<file path="src/rtl/parking_pkg.sv">
// Shared types and constants for the parking gate: FSM state encoding and
// active-low 7-segment patterns ({g,f,e,d,c,b,a}).
package parking_pkg;

   typedef enum logic [1:0] {
      IDLE       = 2'd0,
      ENTRY_OPEN = 2'd1,
      EXIT_OPEN  = 2'd2,
      CLOSE      = 2'd3
   } state_t;

   localparam logic [6:0] SEG_0     = 7'h40;
   localparam logic [6:0] SEG_1     = 7'h79;
   localparam logic [6:0] SEG_2     = 7'h24;
   localparam logic [6:0] SEG_3     = 7'h30;
   localparam logic [6:0] SEG_4     = 7'h19;
   localparam logic [6:0] SEG_5     = 7'h12;
   localparam logic [6:0] SEG_6     = 7'h02;
   localparam logic [6:0] SEG_7     = 7'h78;
   localparam logic [6:0] SEG_8     = 7'h00;
   localparam logic [6:0] SEG_9     = 7'h10;
   localparam logic [6:0] SEG_BLANK = 7'h7F;

endpackage

</file>
<file path="src/rtl/seven_seg_decoder.sv">
// Combinational BCD digit to active-low 7-segment decoder; codes 10..15
// blank the display.
module seven_seg_decoder
   import parking_pkg::*;
(
   input  logic [3:0] digit,
   output logic [6:0] seg
);

   always_comb begin
      seg = SEG_BLANK;
      case (digit)
         4'd0:    seg = SEG_0;
         4'd1:    seg = SEG_1;
         4'd2:    seg = SEG_2;
         4'd3:    seg = SEG_3;
         4'd4:    seg = SEG_4;
         4'd5:    seg = SEG_5;
         4'd6:    seg = SEG_6;
         4'd7:    seg = SEG_7;
         4'd8:    seg = SEG_8;
         4'd9:    seg = SEG_9;
         default: seg = SEG_BLANK;
      endcase
   end

endmodule

</file>
<file path="src/rtl/parking_gate_occupancy.sv">
// Gate controller downstream of the password FSM: opens on entry grant or exit
// request, closes on a car pass or timeout, and keeps a saturating lot count.
module parking_gate_occupancy
   import parking_pkg::*;
#(
   parameter int CAPACITY     = 20,
   parameter int GATE_TIMEOUT = 16,
   parameter int CNT_W        = 7
)
(
   input  logic             CLOCK,
   input  logic             RESET,
   input  logic             entry_grant,
   input  logic             exit_req,
   input  logic             car_in_sensor,
   input  logic             car_out_sensor,
   output logic             gate_open,
   output logic [CNT_W-1:0] occupancy,
   output logic             full,
   output logic             empty,
   output logic             entry_denied,
   output logic [6:0]       H1,
   output logic [6:0]       H2
);

   localparam int               TMR_W    = (GATE_TIMEOUT > 2) ? $clog2(GATE_TIMEOUT) : 1;
   localparam logic [TMR_W-1:0] TMR_LAST = TMR_W'(GATE_TIMEOUT - 1);
   localparam logic [CNT_W-1:0] CAP      = CNT_W'(CAPACITY);
   localparam logic [CNT_W-1:0] TEN      = CNT_W'(10);

   state_t           state, state_nxt;
   logic [TMR_W-1:0] timer, timer_nxt;
   logic [CNT_W-1:0] occ_nxt;
   logic             denied_nxt;
   logic             in_s_q, out_s_q;
   logic             in_edge, out_edge;
   logic [CNT_W-1:0] free;
   logic [3:0]       tens, units;

   assign in_edge  = car_in_sensor  & ~in_s_q;
   assign out_edge = car_out_sensor & ~out_s_q;

   always_ff @(posedge CLOCK or posedge RESET) begin
      if (RESET) begin
         state        <= IDLE;
         timer        <= '0;
         occupancy    <= '0;
         in_s_q       <= 1'b0;
         out_s_q      <= 1'b0;
         entry_denied <= 1'b0;
      end else begin
         state        <= state_nxt;
         timer        <= timer_nxt;
         occupancy    <= occ_nxt;
         in_s_q       <= car_in_sensor;
         out_s_q      <= car_out_sensor;
         entry_denied <= denied_nxt;
      end
   end

   // Exit requests take priority over a simultaneous grant; the grant is dropped.
   always_comb begin
      state_nxt  = state;
      timer_nxt  = timer;
      occ_nxt    = occupancy;
      denied_nxt = 1'b0;
      case (state)
         IDLE: begin
            timer_nxt = '0;
            if (exit_req && !empty) begin
               state_nxt = EXIT_OPEN;
            end else if (entry_grant && !full) begin
               state_nxt = ENTRY_OPEN;
            end else if (entry_grant) begin
               denied_nxt = 1'b1;
            end
         end
         ENTRY_OPEN: begin
            timer_nxt = timer + 1'b1;
            if (in_edge) begin
               state_nxt = CLOSE;
               if (!full) occ_nxt = occupancy + 1'b1;
            end else if (timer == TMR_LAST) begin
               state_nxt = CLOSE;
            end
         end
         EXIT_OPEN: begin
            timer_nxt = timer + 1'b1;
            if (out_edge) begin
               state_nxt = CLOSE;
               if (!empty) occ_nxt = occupancy - 1'b1;
            end else if (timer == TMR_LAST) begin
               state_nxt = CLOSE;
            end
         end
         CLOSE:   state_nxt = IDLE;
         default: state_nxt = IDLE;
      endcase
   end

   assign gate_open = (state == ENTRY_OPEN) || (state == EXIT_OPEN);
   assign full      = (occupancy == CAP);
   assign empty     = (occupancy == '0);
   assign free      = CAP - occupancy;
   assign tens      = 4'(free / TEN);
   assign units     = 4'(free % TEN);

   seven_seg_decoder u_tens (
      .digit (tens),
      .seg   (H1)
   );

   seven_seg_decoder u_units (
      .digit (units),
      .seg   (H2)
   );

endmodule

</file>
<file path="config.mk">
export PLATFORM = sky130hd
export DESIGN_NAME = parking_gate_occupancy
export DESIGN_NICKNAME = d
export VERILOG_FILES = /design/src/rtl/parking_pkg.sv /design/src/rtl/seven_seg_decoder.sv /design/src/rtl/parking_gate_occupancy.sv
export SDC_FILE = /design/constraint.sdc
export NUM_CORES = 1
export LEC_CHECK = 0
export ABC_CLOCK_PERIOD_IN_PS = 7600
export BUFFER_PORTS_ARGS = -buffer_cell sky130_fd_sc_hd__buf_4
export CELL_PAD_IN_SITES_DETAIL_PLACEMENT = 1
export CELL_PAD_IN_SITES_GLOBAL_PLACEMENT = 2
export CORE_MARGIN = 8
export CORE_UTILIZATION = 34
export CTS_CLUSTER_DIAMETER = 30
export CTS_CLUSTER_SIZE = 12
export DETAILED_ROUTE_END_ITERATION = 6
export GPL_TIMING_DRIVEN = 1
export PLACE_DENSITY_LB_ADDON = 0.25
export SLEW_MARGIN = 25
export SYNTH_ARGS = -nofsm -noshare
export SYNTH_HDL_FRONTEND = slang
export SYNTH_SLANG_ARGS = --single-unit
</file>
<file path="constraint.sdc">
create_clock -name CLOCK -period 7.6 [get_ports CLOCK]
set_input_delay 1.52 -clock CLOCK [delete_from_list [all_inputs] [get_ports CLOCK]]
set_output_delay 1.52 -clock CLOCK [all_outputs]
set_load 0.05 [all_outputs]
</file>
After elaboration in Yosys (flattened, before gate mapping)
Memories as Yosys holds them, arrays and structs flattened.
Index checks and enable logic that the tools add are counted.
- input port bits: 6
- output and inout port bits: 25
- latch bits: 0
- bits in writable memories: 0
- memories kept: 2
- ROM bits: 224
- flip-flop bits (word level): 16
- multipliers: 0
- shifts and indexed selects: 0
- bitwise logic cells: 4
- equal/unequal tests: 10
- mux-type cells: 16
- divide/modulo/power cells: 2
- order comparisons: 0
- reduce and logical (&&, ||, !) cells: 11
- $add $sub $neg: 4
- memory list (name ; words ; width ; rd ports ; clocked after Yosys merged registers in ; write ports ; RTL line ; text):
    (no name shown) ; 16 ; 7 ; 1 ; 0 ; 0 ; seven_seg_decoder.sv:12 ; case (digit)
    (no name shown) ; 16 ; 7 ; 1 ; 0 ; 0 ; seven_seg_decoder.sv:12 ;
- operators by type and width (kind ; count):
    2-to-1 mux 7 bit ; 4
    case mux 7 bit (2 select lines) ; 1
    2-to-1 mux 2 bit ; 5
    inequality test 2 bit, second input constant ; 4
    case mux 2 bit (4 select lines) ; 1
    case mux 4 bit (2 select lines) ; 1
    adder 7 x 1 -> 7 bit, second input constant ; 1
    divider 7 x 4 -> 7 bit, second input constant ; 1
    equality test 7 x 5 -> 1 bit, second input constant ; 1
    logical NOT 7 bit ; 1
    remainder unit 7 x 4 -> 7 bit, second input constant ; 1
    subtractor 5 x 7 -> 7 bit, first input constant ; 1
    subtractor 7 x 1 -> 7 bit, second input constant ; 1
    AND reduction 5 bit ; 1
    adder 4 x 1 -> 4 bit, second input constant ; 1
    equality test 2 bit, second input constant ; 2
    equality test 4 bit, second input constant ; 1
    2-to-1 mux 1 bit ; 4
    nonzero test 2 bit ; 2
    inequality test 3 bit, second input constant ; 1
    AND 1 bit ; 2
    equality test 2 x 1 -> 1 bit, second input constant ; 1
    logical AND 1 bit ; 2
    logical NOT 1 bit ; 2
    4 further kinds ; 5

Logic depth before layout (Yosys ltp)
Gate-level depths: netlist of the first run.
- word-level depth: 6
- mapped depth: 19
- depth with buffers taken out: 16

By module
Synthesis of the first run repeated with hierarchy kept, for this count alone.
- cell total of the unflattened synthesis: 269
- area total of the unflattened synthesis: 2203.4 sq um
- modules (own cells, without submodules) (module ; instances ; cells an instance ; area each (sq um)):
    parking_gate_occupancy ; 1 ; 203 ; 1783.0
    seven_seg_decoder ; 2 ; 33 ; 210.2

Worst setup path before layout of the first run
Ideal clock, no wire load.
- path type: flip-flop to output port
- start: reg occupancy[0]
- end: out H2[3]
- slack: 720 ps
- path buffers: 2
- required time: 6080 ps
- data arrival time: 5360 ps
- cell stages (with the launch flop): 18
- cells stage by stage: dfrtp_1 clkbuf_1 inv_1 ha_1 and3_4 or4_1 a311o_1 and3_4 or3_4 inv_1 ha_1 clkbuf_1 o41ai_2 a21oi_2 xnor2_1 inv_1 ha_1 a2bb2oi_1
- word-level cells in the longest chain between the ends: 3
- ends and longest elaborated chain (what ; RTL line ; text):
    from (decl) ; parking_gate_occupancy.sv:18 ; output logic [CNT_W-1:0] occupancy,
    from (signal assigned) ; parking_gate_occupancy.sv:54 ; occupancy <= occ_nxt;
    subtractor 5 x 7 -> 7 bit ; parking_gate_occupancy.sv:104 ; assign free = CAP - occupancy;
    remainder unit 7 x 4 -> 7 bit ; parking_gate_occupancy.sv:106 ; assign units = 4'(free % TEN);
    memory (16 x 7 bit) ; - ;
    to (decl) ; parking_gate_occupancy.sv:23 ; output logic [6:0] H2
Every way passes these cells.

Worst setup path after layout of the first run
Ends and elaborated chain as after synthesis.

==> results of run 1 <==
==> per-layer routing <==
layer / vias up / GRT usage, %
li1: 1096 / -
met1: 1080 / 17.14
met2: 38 / 23.29
met3: 7 / 1.209
met4: 0 / 3.837
met5: - / 0
==> cell families (layout without fill, tap and decap cells) <==
logic type      after synthesis  in the layout  synth area share (%)
simple gates                 94             94                 22.33
compound gates               92             92                 27.54
buf+inv                      34             55                 6.308
fa+ha+maj                    25             25                 14.04
xor+xnor                     17             17                 6.528
flops                        16             16                 17.55
mux                          12             12                 5.705
==> final timing paths <==
kind                         startpoint            to  slack [ps]  cells after the start
max in group asynchronous         RESET  occupancy[2]        5800                      2
setup reg to reg           occupancy[0]  occupancy[2]        4580                      8
min in group asynchronous         RESET      timer[1]        1370                      2
hold reg to reg                timer[2]      timer[2]         520                      1
setup / recovery           occupancy[0]         H2[3]         810                     16
hold / removal                 timer[2]      timer[2]         520                      1
==> synthesized netlist by cell type, types with 7 or more instances <==
cell type	n
nor2_1	16
inv_1	20
nor2b_1	9
xnor2_1	12
dfrtp_1	16
nor3_1	11
buf_2	7
a21oi_1	25
o211ai_1	8
nand2_1	20
mux2i_1	7
o21ai_0	17
ha_1	24
a21o_1	8
==> registers in the layout, indices dropped and copies added, names as in the netlist <==
register,count
entry_denied,1
out_s_q,1
occupancy,7
timer,4
in_s_q,1
state,2
==> layout make-up <==
cell class	count	area, sq um	share of cell area, %
Clock buffer	4	55.05	2.117
Inverter	20	75.07	2.887
Multi-Input combinational cell	240	1737	66.80
Sequential cell	16	400.4	15.40
Tap cell	80	100.1	3.850
Timing Repair Buffer	31	232.7	8.951
==> placed cells by master (no fill, tap or decap), drive strengths merged, types with 7 or more instances in the layout <==
cell type	Yosys	routed
buf	8	31
a21oi	26	26
ha	24	24
inv	20	20
nand2	20	20
o21ai	18	18
nor2	16	16
dfrtp	16	16
xnor2	12	12
nor3	11	11
nor2b	9	9
a21o	8	8
o211ai	8	8
mux2i	7	7
==> per-stage QoR <==
stage | cells | hold slack [ps] | setup WS (ps)
2_1_floorplan | 290 | 465.2 | 720.2
3_3_place_gp | 387 | 505.4 | 1221
3_5_place_dp | 387 | 508.4 | 1059
4_1_cts | 391 | 529.4 | 773.4
5_1_grt | 391 | 559.2 | 394.0
6_report | 391 | 523.6 | 812.9
==> impl_metrics.toml, run 1 <==
[route]
met2_wirelength_microns = 3041
via_per_inst = 5.680
wl_met1_microns = 2994
top_layer = "met4"
wire_per_inst_microns = 16.08
ant_nets = 0
first_iter_violations = 116
route.met3.wl_microns = 182
drt_pre_antenna_iters = 4
post-route-drc-count = 0
vias = 2221
drt-total-wl_microns = 6288

[yosys]
ys_ff_latch = 16
ys_types = 54
yosysTopAreaCellShare_pct = 17.55
synth.avg_cell_area_sq_um = 7.865
yosysWarnings = 0
async_reset_ff_share_pct = 100.0
synth_edf_count = 0
synth-seq-area-share_pct = 17.55
synth_largest_area_cell = "dfrtp_1"
synth_flop_cell = "dfrtp_1"
syn_area_sq_um = 2281
synthesis.nets = 321
synth_area_leaders = "dfrtp_1, ha_1, a21oi_1"
syn_inst = 290

[global_routing]
grt_start_max_net_pins = 30
grt_pass1_vias = 2228
grt_pass1_wl_microns = 10980
track_usage_pct = 13.42
grt_overflow_total = 0
antenna_found_initial = 0

[cells_and_area]
drive_gt1_share_pct = 15.76
design_area_sq_um = 2600
diodes = 0
utilization_pct = 39.13
nNetsFinal = 343
fill_cells = 799
area_growth_pct = 13.99

[die]
num_rows = 30
fp.coreArea_sq_um = 6644
dieArea_sq_um = 9585
io_pins = 31
die_w_microns = 97.91
die_y_microns = 97.91
start_util_pct = 34.33

[clocking]
post_cts_resized = 0
clock_sinks = 16
ctsHoldBuffers = 0
clkTransAtPathRegs_ps = 70
post_cts_buffers = 0
cts_buffers = 3
root_buffer = "clkbuf_8"
clock_latency_ps = 250
cts_tree = "built"
clock_path_buffers = 2
htreeDepth = 1

[sta]
hold_viol = 0
finalSetupViolCount = 0
final-max-slew-violation-count = 0
fin_crit_ps = 6787
finalSetupTns_ps = 0
max_freq_mhz = 147.3
tightest_slew_ps = 930.3
finalCritPeriodShare_pct = 89.30
rsz0062_at_grt = "no"
finClkSkew_ps = 3.005
relSlewSlack_pct = 37.98

[status]
status = "finished clean"

[critical_path]
crit_type = "reg2out"
critical_path_arrival_ps = 5270
max_stage_delay_ps = 560
start_kind = "flop"
endpoint_kind = "primary output"
crit_required_ps = 6080
cp_max_fo = 14
crit_buf_inv = 4
cpMaxStageDelayCell = "dfrtp_1"
path_cells = "inv_1, ha_1, and3_4, or4_1, a311o_1, and3_4, or3_4, inv_1, ha_1, o41ai_2, a21oi_2, xnor2_1, inv_1, ha_1, a2bb2oi_1, buf_4"
path_delay_family = "simple AND/OR/NAND/NOR gates"

[placement]
gp_congestion = 0.8057
dpl.hpwl_microns = 4854
place_area_sq_um = 2545
portBuffers = 30

[min_path]
hold_class = "reg2reg"

[job]
maxCapViolations = 0
Power of run 1 is left out: the tool's default activity adds up to more than one toggle a clock period on the data nets, which glitch-free logic cannot reach.
==> run 2, diff against run 1 <==
--- a/config.mk
+++ b/config.mk
@@ -15,7 +15,7 @@
 export CTS_CLUSTER_SIZE = 12
 export DETAILED_ROUTE_END_ITERATION = 6
 export GPL_TIMING_DRIVEN = 1
-export PLACE_DENSITY_LB_ADDON = 0.25
+export PLACE_DENSITY_LB_ADDON = 0.2
 export SLEW_MARGIN = 25
 export SYNTH_ARGS = -nofsm -noshare
 export SYNTH_HDL_FRONTEND = slang
==> run 2 against run 1 <==
Against the previous run:
- clock skew grew 0.51 ps
- critical path depth stayed put
- clock-buffer cell count unchanged
- via count shrank 1.2%
- maximum frequency down 0.46%
- first-iteration DRC count fell by 43%
- largest cell class unchanged
==> impl_metrics.toml, run 2 (same netlist as run 1, synthesis figures left out) <==
[status]
status = "finished clean"

[global_routing]
gr-usage-met1_pct = 16.22
grt_pass1_wl_microns = 11060
track_usage_pct = 13.41
busiest_layer = "met2"
grt_pass1_vias = 2303
antenna_found_initial = 0
grt_overflow_total = 0
met3_usage_pct = 2.276
grt_start_max_net_pins = 29
met2_usage_pct = 23.50

[critical_path]
path_delay_family = "simple AND/OR/NAND/NOR gates"
crit_required_ps = 6080
crit_buf_inv = 4
crit_type = "reg2out"
startpoint = "occupancy[0]"
r2r_start = "occupancy[0]"
start_kind = "flop"
rr_worst_depth = 8
cp_max_fo = 14
critical_path_arrival_ps = 5300
crit_cells = 16
max_stage_delay_ps = 540
path_cells = "inv_1, ha_1, and3_4, or4_1, a311o_1, and3_4, or3_4, inv_1, ha_1, o41ai_2, a21oi_2, xnor2_1, inv_1, ha_1, a2bb2oi_1, buf_4"
endpoint_kind = "primary output"
cpMaxStageDelayCell = "dfrtp_1"

[clocking]
root_buffer = "clkbuf_8"
cts_tree = "built"
cts_buffers = 3
ctsHoldBuffers = 0
htreeDepth = 1
clock_latency_ps = 260
clock_path_buffers = 2
clkTransAtPathRegs_ps = 60
post_cts_buffers = 0
post_cts_resized = 0
clock_sinks = 16

[job]
maxCapViolations = 0

[sta]
fin_crit_ps = 6818
tightest_slew_ps = 875.3
finalSetupTns_ps = 0
max_freq_mhz = 146.7
hold_slack_ps = 527.0
finalCritPeriodShare_pct = 89.71
final-max-slew-violation-count = 0
hold_viol = 0
rsz0062_at_grt = "no"
finClkSkew_ps = 3.518
finalSetupViolCount = 0
relSlewSlack_pct = 41.65

[cells_and_area]
drive_gt1_share_pct = 16.03
regArea_sq_um = 400.4
design_area_sq_um = 2608
mostFrequentLayoutCell = "buf_4"
largest_register_ffs = 7
fill_cells = 815
layout_common_cells = "buf_4, a21oi_1, ha_1, inv_1, nand2_1"
multiInputGateArea_sq_um = 1737
regMostFlops = "occupancy"
diodes = 0
area_growth_pct = 14.32
largest_registers = "occupancy (7), timer (4), state (2)"
nNetsFinal = 344

[placement]
gp_congestion = 0.7865
portBuffers = 30
dpl.hpwl_microns = 4929
place_area_sq_um = 2552

[min_path]
hold_depth = 1
worstHoldStart = "timer[2]"
hold_class = "reg2reg"

[route]
via_per_inst = 5.599
post-route-drc-count = 0
vias = 2195
drt-total-wl_microns = 6206
first_iter_violations = 66
ant_nets = 0
wire_per_inst_microns = 15.83
drt_pre_antenna_iters = 4

[die]
dieArea_sq_um = 9585
start_util_pct = 34.33
die_y_microns = 97.91
num_rows = 30
fp.coreArea_sq_um = 6644
io_pins = 31
die_w_microns = 97.91
-- run 2: cell types whose count changed in the layout (fill, tap and decap cells not counted), sizes merged --
cell,before,now
buf,31,32
-- run 2: through the flow --
stage | instances | setup WS, ps | util, %
after floorplan | 290 | 720.2 | -
final | 392 | 781.7 | 39.25
after global routing | 392 | 398.8 | 39.25
after CTS | 392 | 711.4 | 39.25
after detailed placement | 388 | 1004 | 38.42
after global placement | 388 | 1187 | 38.42
-- run 2: path summary, 6_finish.rpt --
kind	endpoint	slack (ps)
worst max-delay path	H2[3]	780
worst min-delay path	timer[2]	530
worst max register to register	occupancy[2]	4630
worst min register to register	timer[2]	530
max in group asynchronous	timer[3]	5840
min in group asynchronous	timer[1]	1350
-- run 2: metal layers --
layer / vias to the layer above / part of all wire (%)
met5: - / 0
met4: 0 / 1.5
met3: 9 / 3.2
met2: 29 / 49
met1: 1061 / 47
li1: 1096 / -
-- run 2: layout make-up --
| class | instances | area share [%] |
|---|---|---|
| timing repair buffer | 32 | 9.213 |
| tap | 80 | 3.839 |
| inverter | 20 | 2.879 |
| multi-input combinational | 240 | 66.60 |
| clock buffer | 4 | 2.111 |
| sequential | 16 | 15.36 |
Power of run 2 is left out for the same reason.
